--- src/rtl/matrix_pkg.sv ---
// matrix_pkg: shared word width, result-store FSM encodings and index-width helper.
package matrix_pkg;
  localparam int W = 32;
  typedef enum logic [1:0] {S_IDLE = 2'd0, S_ACK = 2'd1, S_DUMP = 2'd2} state_t;
  // Never returns 0, so an m=1 block still gets a 1-bit index.
  function automatic int clog2(input int n);
    int r;
    r = 1;
    while ((1 << r) < n) r++;
    return r;
  endfunction
endpackage

--- src/rtl/result_element_store_if.sv ---
// result_element_store_if: z_* write handshake, clear, and the dump stream of one result block.
interface result_element_store_if import matrix_pkg::*; #(
  parameter int m = 4,
  parameter int w = W,
  parameter int m_len = clog2(m)
) ();
  logic z_stb;
  logic [w-1:0] z_out;
  logic [m_len-1:0] z_i;
  logic [m_len-1:0] z_j;
  logic z_ack;
  logic [w-1:0] current_element;
  logic clear;
  logic dump_start;
  logic dump_valid;
  logic dump_ready;
  logic [w-1:0] dump_data;
  logic [m_len-1:0] dump_i;
  logic [m_len-1:0] dump_j;
  logic busy;
  modport master (
    output z_stb, z_out, z_i, z_j, clear, dump_start, dump_ready,
    input z_ack, current_element, dump_valid, dump_data, dump_i, dump_j, busy
  );
  modport slave (
    input z_stb, z_out, z_i, z_j, clear, dump_start, dump_ready,
    output z_ack, current_element, dump_valid, dump_data, dump_i, dump_j, busy
  );
endinterface

--- src/rtl/result_mem.sv ---
// result_mem: m x m word array with per-entry valid bits, one write port, two combinational reads.
module result_mem import matrix_pkg::*; #(
  parameter int m = 4,
  parameter int w = W,
  parameter int m_len = clog2(m)
) (
  input  logic clk,
  input  logic rst,
  input  logic clear,
  input  logic we,
  input  logic [m_len-1:0] wi,
  input  logic [m_len-1:0] wj,
  input  logic [w-1:0] wd,
  input  logic [m_len-1:0] ri,
  input  logic [m_len-1:0] rj,
  output logic [w-1:0] rd,
  input  logic [m_len-1:0] di,
  input  logic [m_len-1:0] dj,
  output logic [w-1:0] dd
);
  localparam int n = m * m;
  localparam int aw = clog2(n);
  logic [w-1:0] mem [n];
  logic [n-1:0] vld;
  function automatic logic [aw-1:0] idx(input logic [m_len-1:0] i, input logic [m_len-1:0] j);
    return aw'(i) * aw'(m) + aw'(j);
  endfunction
  always_ff @(posedge clk)
    if (we) mem[idx(wi, wj)] <= wd;
  // Clear is applied before the write, so a same-cycle write survives it.
  always_ff @(posedge clk)
    vld <= rst ? '0 : ((clear ? '0 : vld) | (we ? n'(1) << idx(wi, wj) : '0));
  assign rd = vld[idx(ri, rj)] ? mem[idx(ri, rj)] : '0;
  assign dd = vld[idx(di, dj)] ? mem[idx(di, dj)] : '0;
endmodule

--- src/rtl/result_element_store.sv ---
// result_element_store: responder for the multiplier's z_* writes; serves partial sums and streams the block out.
module result_element_store import matrix_pkg::*; #(
  parameter int m = 4,
  parameter int w = W,
  parameter int m_len = clog2(m)
) (
  input logic clk,
  input logic rst,
  result_element_store_if.slave bus
);
  localparam logic [m_len-1:0] top = m_len'(m - 1);
  state_t state;
  logic z_ack;
  logic dump_valid;
  logic [m_len-1:0] dump_i;
  logic [m_len-1:0] dump_j;
  logic idle;
  logic last;
  assign idle = state == S_IDLE;
  assign last = dump_i == top && dump_j == top;
  result_mem #(.m(m), .w(w), .m_len(m_len)) u_mem (
    .clk(clk),
    .rst(rst),
    .clear(idle && bus.clear),
    .we(!rst && idle && bus.z_stb),
    .wi(bus.z_i),
    .wj(bus.z_j),
    .wd(bus.z_out),
    .ri(bus.z_i),
    .rj(bus.z_j),
    .rd(bus.current_element),
    .di(dump_i),
    .dj(dump_j),
    .dd(bus.dump_data)
  );
  always_ff @(posedge clk) begin
    if (rst) begin
      state <= S_IDLE;
      z_ack <= 1'b0;
      dump_valid <= 1'b0;
      dump_i <= '0;
      dump_j <= '0;
    end else begin
      case (state)
        S_IDLE:
          if (bus.z_stb) begin
            state <= S_ACK;
            z_ack <= 1'b1;
          end else if (bus.dump_start) begin
            state <= S_DUMP;
            dump_valid <= 1'b1;
            dump_i <= '0;
            dump_j <= '0;
          end
        S_ACK:
          if (!bus.z_stb) begin
            state <= S_IDLE;
            z_ack <= 1'b0;
          end
        S_DUMP:
          if (bus.dump_ready) begin
            if (last) begin
              state <= S_IDLE;
              dump_valid <= 1'b0;
              dump_i <= '0;
              dump_j <= '0;
            end else begin
              dump_j <= dump_j == top ? '0 : dump_j + 1'b1;
              if (dump_j == top) dump_i <= dump_i + 1'b1;
            end
          end
        default: state <= S_IDLE;
      endcase
    end
  end
  assign bus.z_ack = z_ack;
  assign bus.dump_valid = dump_valid;
  assign bus.dump_i = dump_i;
  assign bus.dump_j = dump_j;
  assign bus.busy = !idle;
endmodule

--- src/flat_wrapper.sv ---
// flat-port wrapper written by rule: the top's interface ports become plain ports
module result_element_store_flat import matrix_pkg::*;
#(
  parameter int m = 4,
  parameter int w = W,
  parameter int m_len = clog2(m)
)
  (clk, rst, bus_z_stb, bus_z_out, bus_z_i, bus_z_j, bus_clear, bus_dump_start, bus_dump_ready, bus_z_ack, bus_current_element, bus_dump_valid, bus_dump_data, bus_dump_i, bus_dump_j, bus_busy);
  result_element_store_if #(.m(m), .w(w), .m_len(m_len)) bus_i ();
  input logic clk;
  input logic rst;
  input wire logic [$bits(bus_i.z_stb)-1:0] bus_z_stb;
  input wire logic [$bits(bus_i.z_out)-1:0] bus_z_out;
  input wire logic [$bits(bus_i.z_i)-1:0] bus_z_i;
  input wire logic [$bits(bus_i.z_j)-1:0] bus_z_j;
  input wire logic [$bits(bus_i.clear)-1:0] bus_clear;
  input wire logic [$bits(bus_i.dump_start)-1:0] bus_dump_start;
  input wire logic [$bits(bus_i.dump_ready)-1:0] bus_dump_ready;
  output wire logic [$bits(bus_i.z_ack)-1:0] bus_z_ack;
  output wire logic [$bits(bus_i.current_element)-1:0] bus_current_element;
  output wire logic [$bits(bus_i.dump_valid)-1:0] bus_dump_valid;
  output wire logic [$bits(bus_i.dump_data)-1:0] bus_dump_data;
  output wire logic [$bits(bus_i.dump_i)-1:0] bus_dump_i;
  output wire logic [$bits(bus_i.dump_j)-1:0] bus_dump_j;
  output wire logic [$bits(bus_i.busy)-1:0] bus_busy;
  assign bus_i.z_stb = bus_z_stb;
  assign bus_i.z_out = bus_z_out;
  assign bus_i.z_i = bus_z_i;
  assign bus_i.z_j = bus_z_j;
  assign bus_i.clear = bus_clear;
  assign bus_i.dump_start = bus_dump_start;
  assign bus_i.dump_ready = bus_dump_ready;
  assign bus_z_ack = bus_i.z_ack;
  assign bus_current_element = bus_i.current_element;
  assign bus_dump_valid = bus_i.dump_valid;
  assign bus_dump_data = bus_i.dump_data;
  assign bus_dump_i = bus_i.dump_i;
  assign bus_dump_j = bus_i.dump_j;
  assign bus_busy = bus_i.busy;
  result_element_store #(.m(m), .w(w), .m_len(m_len)) u_core (.clk(clk), .rst(rst), .bus(bus_i));
endmodule
--- config.mk ---
export PLATFORM = sky130hd
export DESIGN_NAME = result_element_store_flat
export DESIGN_NICKNAME = d
export VERILOG_FILES = /design/src/rtl/matrix_pkg.sv /design/src/rtl/result_element_store_if.sv /design/src/rtl/result_mem.sv /design/src/rtl/result_element_store.sv /design/src/flat_wrapper.sv
export SDC_FILE = /design/constraint.sdc
export NUM_CORES = 1
export LEC_CHECK = 0
export BUFFER_PORTS_ARGS = -buffer_cell sky130_fd_sc_hd__buf_2
export CAP_MARGIN = 25
export CORE_MARGIN = 4
export CORE_UTILIZATION = 59
export CTS_BUF_LIST = sky130_fd_sc_hd__clkbuf_16
export CTS_CLUSTER_SIZE = 30
export DETAILED_ROUTE_END_ITERATION = 12
export PLACE_DENSITY_LB_ADDON = 0.3
export SETUP_SLACK_MARGIN = 0.15
export SYNTH_ARGS = -nofsm -noshare
export SYNTH_HDL_FRONTEND = slang
export SYNTH_SLANG_ARGS = --single-unit
--- constraint.sdc ---
create_clock -name clk -period 6.1 [get_ports clk]
set_input_delay 0.61 -clock clk [delete_from_list [all_inputs] [get_ports clk]]
set_output_delay 0.61 -clock clk [all_outputs]
set_load 0.01 [all_outputs]
Word level (Yosys, flattened, before mapping) --
Memory sizes are Yosys's and may differ from the RTL's. Cells that the tools add are included.
Cells by class: equality and inequality tests 12, add/subtract/negate cells 4, $lt $le $gt $ge 2, bitwise logic cells 1, shifts and indexed selects 1, muxes and demuxes 34, reduce and logical (&&, ||, !) cells 14
Operator list (number):
- $mux 32 | 2
- $mux 16 | 2
- $mux 2 | 13
- $or 16x16->16 | 1
- $shl 1x4->16 const A | 1
- $lt 4x5->1 const B | 2
- $mux 1 | 10
- $ne 2x2->1 const B | 5
- $reduce_and 5->1 | 2
- $add 4x2->4 | 2
- $bmux 1 s4 | 2
- $pmux 2 s2 | 2
- $reduce_and 4->1 | 2
- $eq 2x2->1 const B | 3
- $pmux 2 s3 | 1
- $add 2x1->2 const B | 2
- $logic_and 1x1->1 | 4
- $pmux 1 s2 | 2
- $reduce_bool 2->1 | 2
- $ne 3x1->1 const B | 1
- $ne 3x3->1 const B | 1
- $reduce_and 3->1 | 1
- $eq 2x1->1 const B | 1
- $logic_not 1->1 | 2
- other kinds (2) | 2
Word-level totals: output and inout port bits 71, bits in registers 24, RAM bits 512, memories 1, input port bits 42
Memory list:
- u_core.u_mem.mem | words 16, width 32, read ports 2, clocked after memory_dff 0, wr ports 1, RTL line result_mem.sv:23 | logic [w-1:0] mem [n];

Longest topological paths before layout --
depth after elaboration 5, mapped depth 6

By module --
From an unflattened synthesis, not the netlist that was laid out.
Second synthesis, totals: cells, all modules 1201, area, all modules 24417.2 um2
By module, submodules not included:
- result_mem | cells an instance 1156, times used 1, area an instance 24025.5 um2, seq. area each 15695.1 um2
- result_element_store | cells an instance 45, times used 1, area an instance 391.6 um2, seq. area each 160.2 um2

Worst setup path after synthesis --
OpenSTA, ideal clock, no wires.
path kind input to register, start point input rst, end point memory u_core.u_mem.mem[0][0] in the netlist's numbering (enable), arrival time 3.693 ns, path slack 1.946 ns, stages on the path 6, data required time 5.639 ns, setup time 0.461 ns, buffers on the path 2, cell sequence clkbuf_1 nor4b_2 nor2b_1 nand2b_1 clkbuf_1 nor3_1
On the way: longest elaborated chain between the ends 5
Ends and longest elaborated chain:
- start: declaration | RTL line flat_wrapper.sv:11 | input logic rst;
- $logic_not 1->1 | RTL line result_element_store.sv:25 | .we(!rst && idle && bus.z_stb),
- $logic_and 1x1->1 (2 in series) | RTL line result_element_store.sv:25
- $mux 1 | RTL line result_mem.sv:29 | if (we) mem[idx(wi, wj)] <= wd;
- $mux 1 (not written as such) | RTL line result_mem.sv:29
- end: declaration | RTL line result_mem.sv:23
No other way between the ends.

Final worst setup path --
start point register u_core.dump_j[0] (netlist: u_core.bus.dump_j[0]), end point output bus_dump_data[31]
On the way: longest elaborated chain between the ends 4, elaborated cells on any way between the ends 5
Ends and longest elaborated chain:
- start: declaration | RTL line result_element_store.sv:16 | logic [m_len-1:0] dump_j;
- start signal: assignment | RTL line result_element_store.sv:68 | dump_j <= dump_j == top ? '0 : dump_j + 1'b1;
- $add 4x2->4 (*) | RTL line result_mem.sv:26 | return aw'(i) * aw'(m) + aw'(j);
- $bmux 1 s4 | RTL line result_mem.sv:34 | assign dd = vld[idx(di, dj)] ? mem[idx(di, dj)] : '0;
- $mux 1 (not written as such) | RTL line result_mem.sv:34
- $mux 32 (*) | RTL line result_mem.sv:34
- end: declaration | RTL line flat_wrapper.sv:22 | output wire logic [$bits(bus_i.dump_data)-1:0] bus_dump_data;
Mark *: on every way between the ends. The rest lies on a longest branch, timed or not. The select of a mux whose other input is x is not followed.

==> flow_summary.yaml <==
logic_synthesis:
  yosysMostFrequentCell: "edfxtp_1"
  ys_seq_elements: 536
  synth.distinct_cells: 38
  synthArstFlopShare_pct: 0
  seq_area_frac_synth_pct: 65.1
  synth_fp_nets: 1238
  syn_area_um2: 24400
  yosysWarnings: 0
  synth_top_area_share_pct: 63.1
  synth_flop_cell: "edfxtp_1"
  synth_area_per_cell_um2: 20.4
  synthCells: 1194
  yosys-top-cells-area: "edfxtp_1 63%, mux4_2 24%, a22oi_1 3.9%, dfxtp_1 2.0%, a21oi_2 1.1%"
  synth_edf_count: 512
  yosysTopAreaCell: "edfxtp_1"
  ys_top_cells_by_count: "512 x edfxtp_1, 264 x mux4_2, 128 x a22oi_1"
detailed_routing:
  wl_um: 61400
  wl_per_cell_um: 32.8
  postRouteAntennaNets: 0
  vias: 13600
  viasPerCell: 7.29
  drc: 0
  drtIter0Drc: 1945
  first_pass_iters: 6
placement:
  hpwl_um: 34800
  io_buffers: 112
  placed_cell_area_um2: 25500
  place.gp.congestion: 0.794
sta:
  skew_ps: 15.7
  relSlewSlack_pct: 29.9
  hold_viol_final: 0
  setup-violations-final: 0
  period_minus_slack_ps: 4270
  tightestPinTransition_ps: 1050
  fmax_mhz: 234
  fin_crit_sh_pct: 70.0
  final_max_slew_viol_count: 0
  rsz0062_at_grt: "false"
  finalSetupTns_ps: 0
global_route:
  overflow: 0
  grt_start_max_net_pins: 108
  grt_first_pass_wirelength_um: 91600
  antenna_found_initial: 1
  grt.total_usage_pct: 28.0
  grt_pass1_vias: 14100
final_layout:
  area_delta_synth_final_pct: 11.9
  num-nets-final: 1338
  design_area_um2: 27200
  drive_above_1_share_pct: 40.9
clocking:
  cts.sink_count: 536
  postCtsSetupBuffers: 0
  clockBufferDepth: 3
  clk_pin_slew_ps: 60
  htreeDepth: 2
  cts_tree: "built"
  cts_resized: 0
  cts-buffers-inserted: 54
  cts-root-buf: "clkbuf_16"
  postCtsHoldBufs: 0
  clk_latency_ps: 610
die:
  die_w_um: 211
  dieArea_um2: 44600
  die_height_um: 211
  start_util_pct: 59.7
  ios: 113
  fp.coreArea_um2: 40800
  rows: 74
critical_path:
  max_stage_delay_ps: 910
  cp_max_fo: 43
  crit_type: "flip-flop to output pin"
  worst_ep_required_time_ps: 5490
  r2r_cells: 5
  worstPathArrival_ps: 3660
  cp-start-kind: "flip-flop"
  critPathTopFamily: "flip-flops"
  crit_chain: "mux4_2 > a22o_1 > nor2_8 > a21oi_1 > buf_2"
  critPathSlowestCell: "dfxtp_4"
  path_buf_inv: 1
  cp-end-kind: "output pin"
  timing.critical_path.depth: 5
pwr:
  max-vdd-ir-drop_mv: 0.239
  p_leak_nw: 8.59
  p_per_area_nw_per_um2: 282
run:
  drv_cap: 0
status:
  status: "finished, final reports clean"
worst_hold_path:
  worst_hold_path.num_cells: 3
  hold_class: "primary input to flip-flop"
power by group:
part / internal, W / total [W] / switching [W]
clock: 0.00184 / 0.00322 / 0.00138
sequential: 0.00405 / 0.00407 / 0.0000217
combinational: 0.000173 / 0.000403 / 0.000230
total: 0.00606 / 0.00770 / 0.00163
final timing paths:
path / start / endpoint / slack, ps
max reg2reg: u_core.state[1]$_SDFFE_PP0P_ / u_core.u_mem.mem[5][31]$_DFFE_PP_ / 2940
max: u_core.bus.dump_j[0]$_SDFFE_PP0P_ / bus_dump_data[31] / 1830
min: bus_dump_ready / u_core.bus.dump_j[1]$_SDFFE_PP0P_ / 300
min reg2reg: u_core.u_mem.vld[6]$_SDFF_PP0_ / u_core.u_mem.vld[6]$_SDFF_PP0_ / 470
area by class of cell:
cell class	instances	area [um^2]
flip-flops and latches	536	15900
fillers	2562	13600
multi-input cells	554	8100
clock buffers	55	1380
repair buffers	147	915
well taps	532	666
clock inverters	44	328
inverters	1	3.75
diodes	1	2.50
metal layers:
metal / track usage, % / share of wire, % / vias to the layer above
met5: 0 / 0 / -
met4: 9.19 / 3.1 / 0
met3: 6.48 / 11 / 136
met2: 45.3 / 50 / 929
met1: 38.7 / 36 / 7124
li1: - / - / 5452
stage by stage:
stage / power, W / worst slack (ps) / utilization, % / hold slack, ps / instances
detailed placement: 0.00455 / 2090 / 62.6 / 459 / 1770
global route: 0.00792 / 1670 / 66.7 / 304 / 1869
finish: 0.00770 / 1830 / 66.7 / 303 / 1870
CTS: 0.00773 / 1790 / 66.7 / 285 / 1869
floorplan: 0.00441 / 1950 / - / 436 / 1194
global placement: 0.00454 / 2120 / 62.5 / 452 / 1768
registers in the layout, indices dropped and copies added, names as in the netlist:
signal	flops
u_core.bus.z_ack	1
u_core.bus.dump_j	2
u_core.u_mem.mem	512
u_core.bus.dump_i	2
u_core.u_mem.vld	16
u_core.bus.dump_valid	1
u_core.state	2
cells by family (layout without fill, tap and decap cells):
kind of cell	count (synthesis)	after routing	share of synthesized area, %
other	0	1	0
buffers and inverters	104	247	2.33
AOI/OAI and AO/OA	227	227	6.68
and+or+nand+nor	61	61	1.39
adders and majority gates	2	2	0.103
DFF	536	536	65.1
muxes	264	264	24.4
placed cells by master (no fill, tap or decap), types with 2 or more instances in the layout:
cell        count
edfxtp_1      512
mux4_2        264
a22oi_1       128
buf_2         110
clkbuf_16      55
a21oi_1        40
a21oi_2        31
buf_4          29
dfxtp_1        22
nand2_1        16
inv_1          16
nor2_4         15
clkinv_2       11
a21o_1          9
clkinv_1        9
o21ai_0         8
buf_12          6
bufinv_16       5
nor3_2          4
nor2b_1         4
nor2b_4         4
nand2b_1        3
nand4b_1        3
a22o_1          3
o31ai_1         2
nor2_1          2
o21ai_1         2
and2_2          2
ha_1            2
inv_6           2
clkinvlp_4      2
dfxtp_4         2
tightest hold or removal path: stages:
cell      delay (ps)
buf_2            110
nand4b_1          70
a21oi_1           60
No activity file was read; power rests on OpenSTA's default activity.
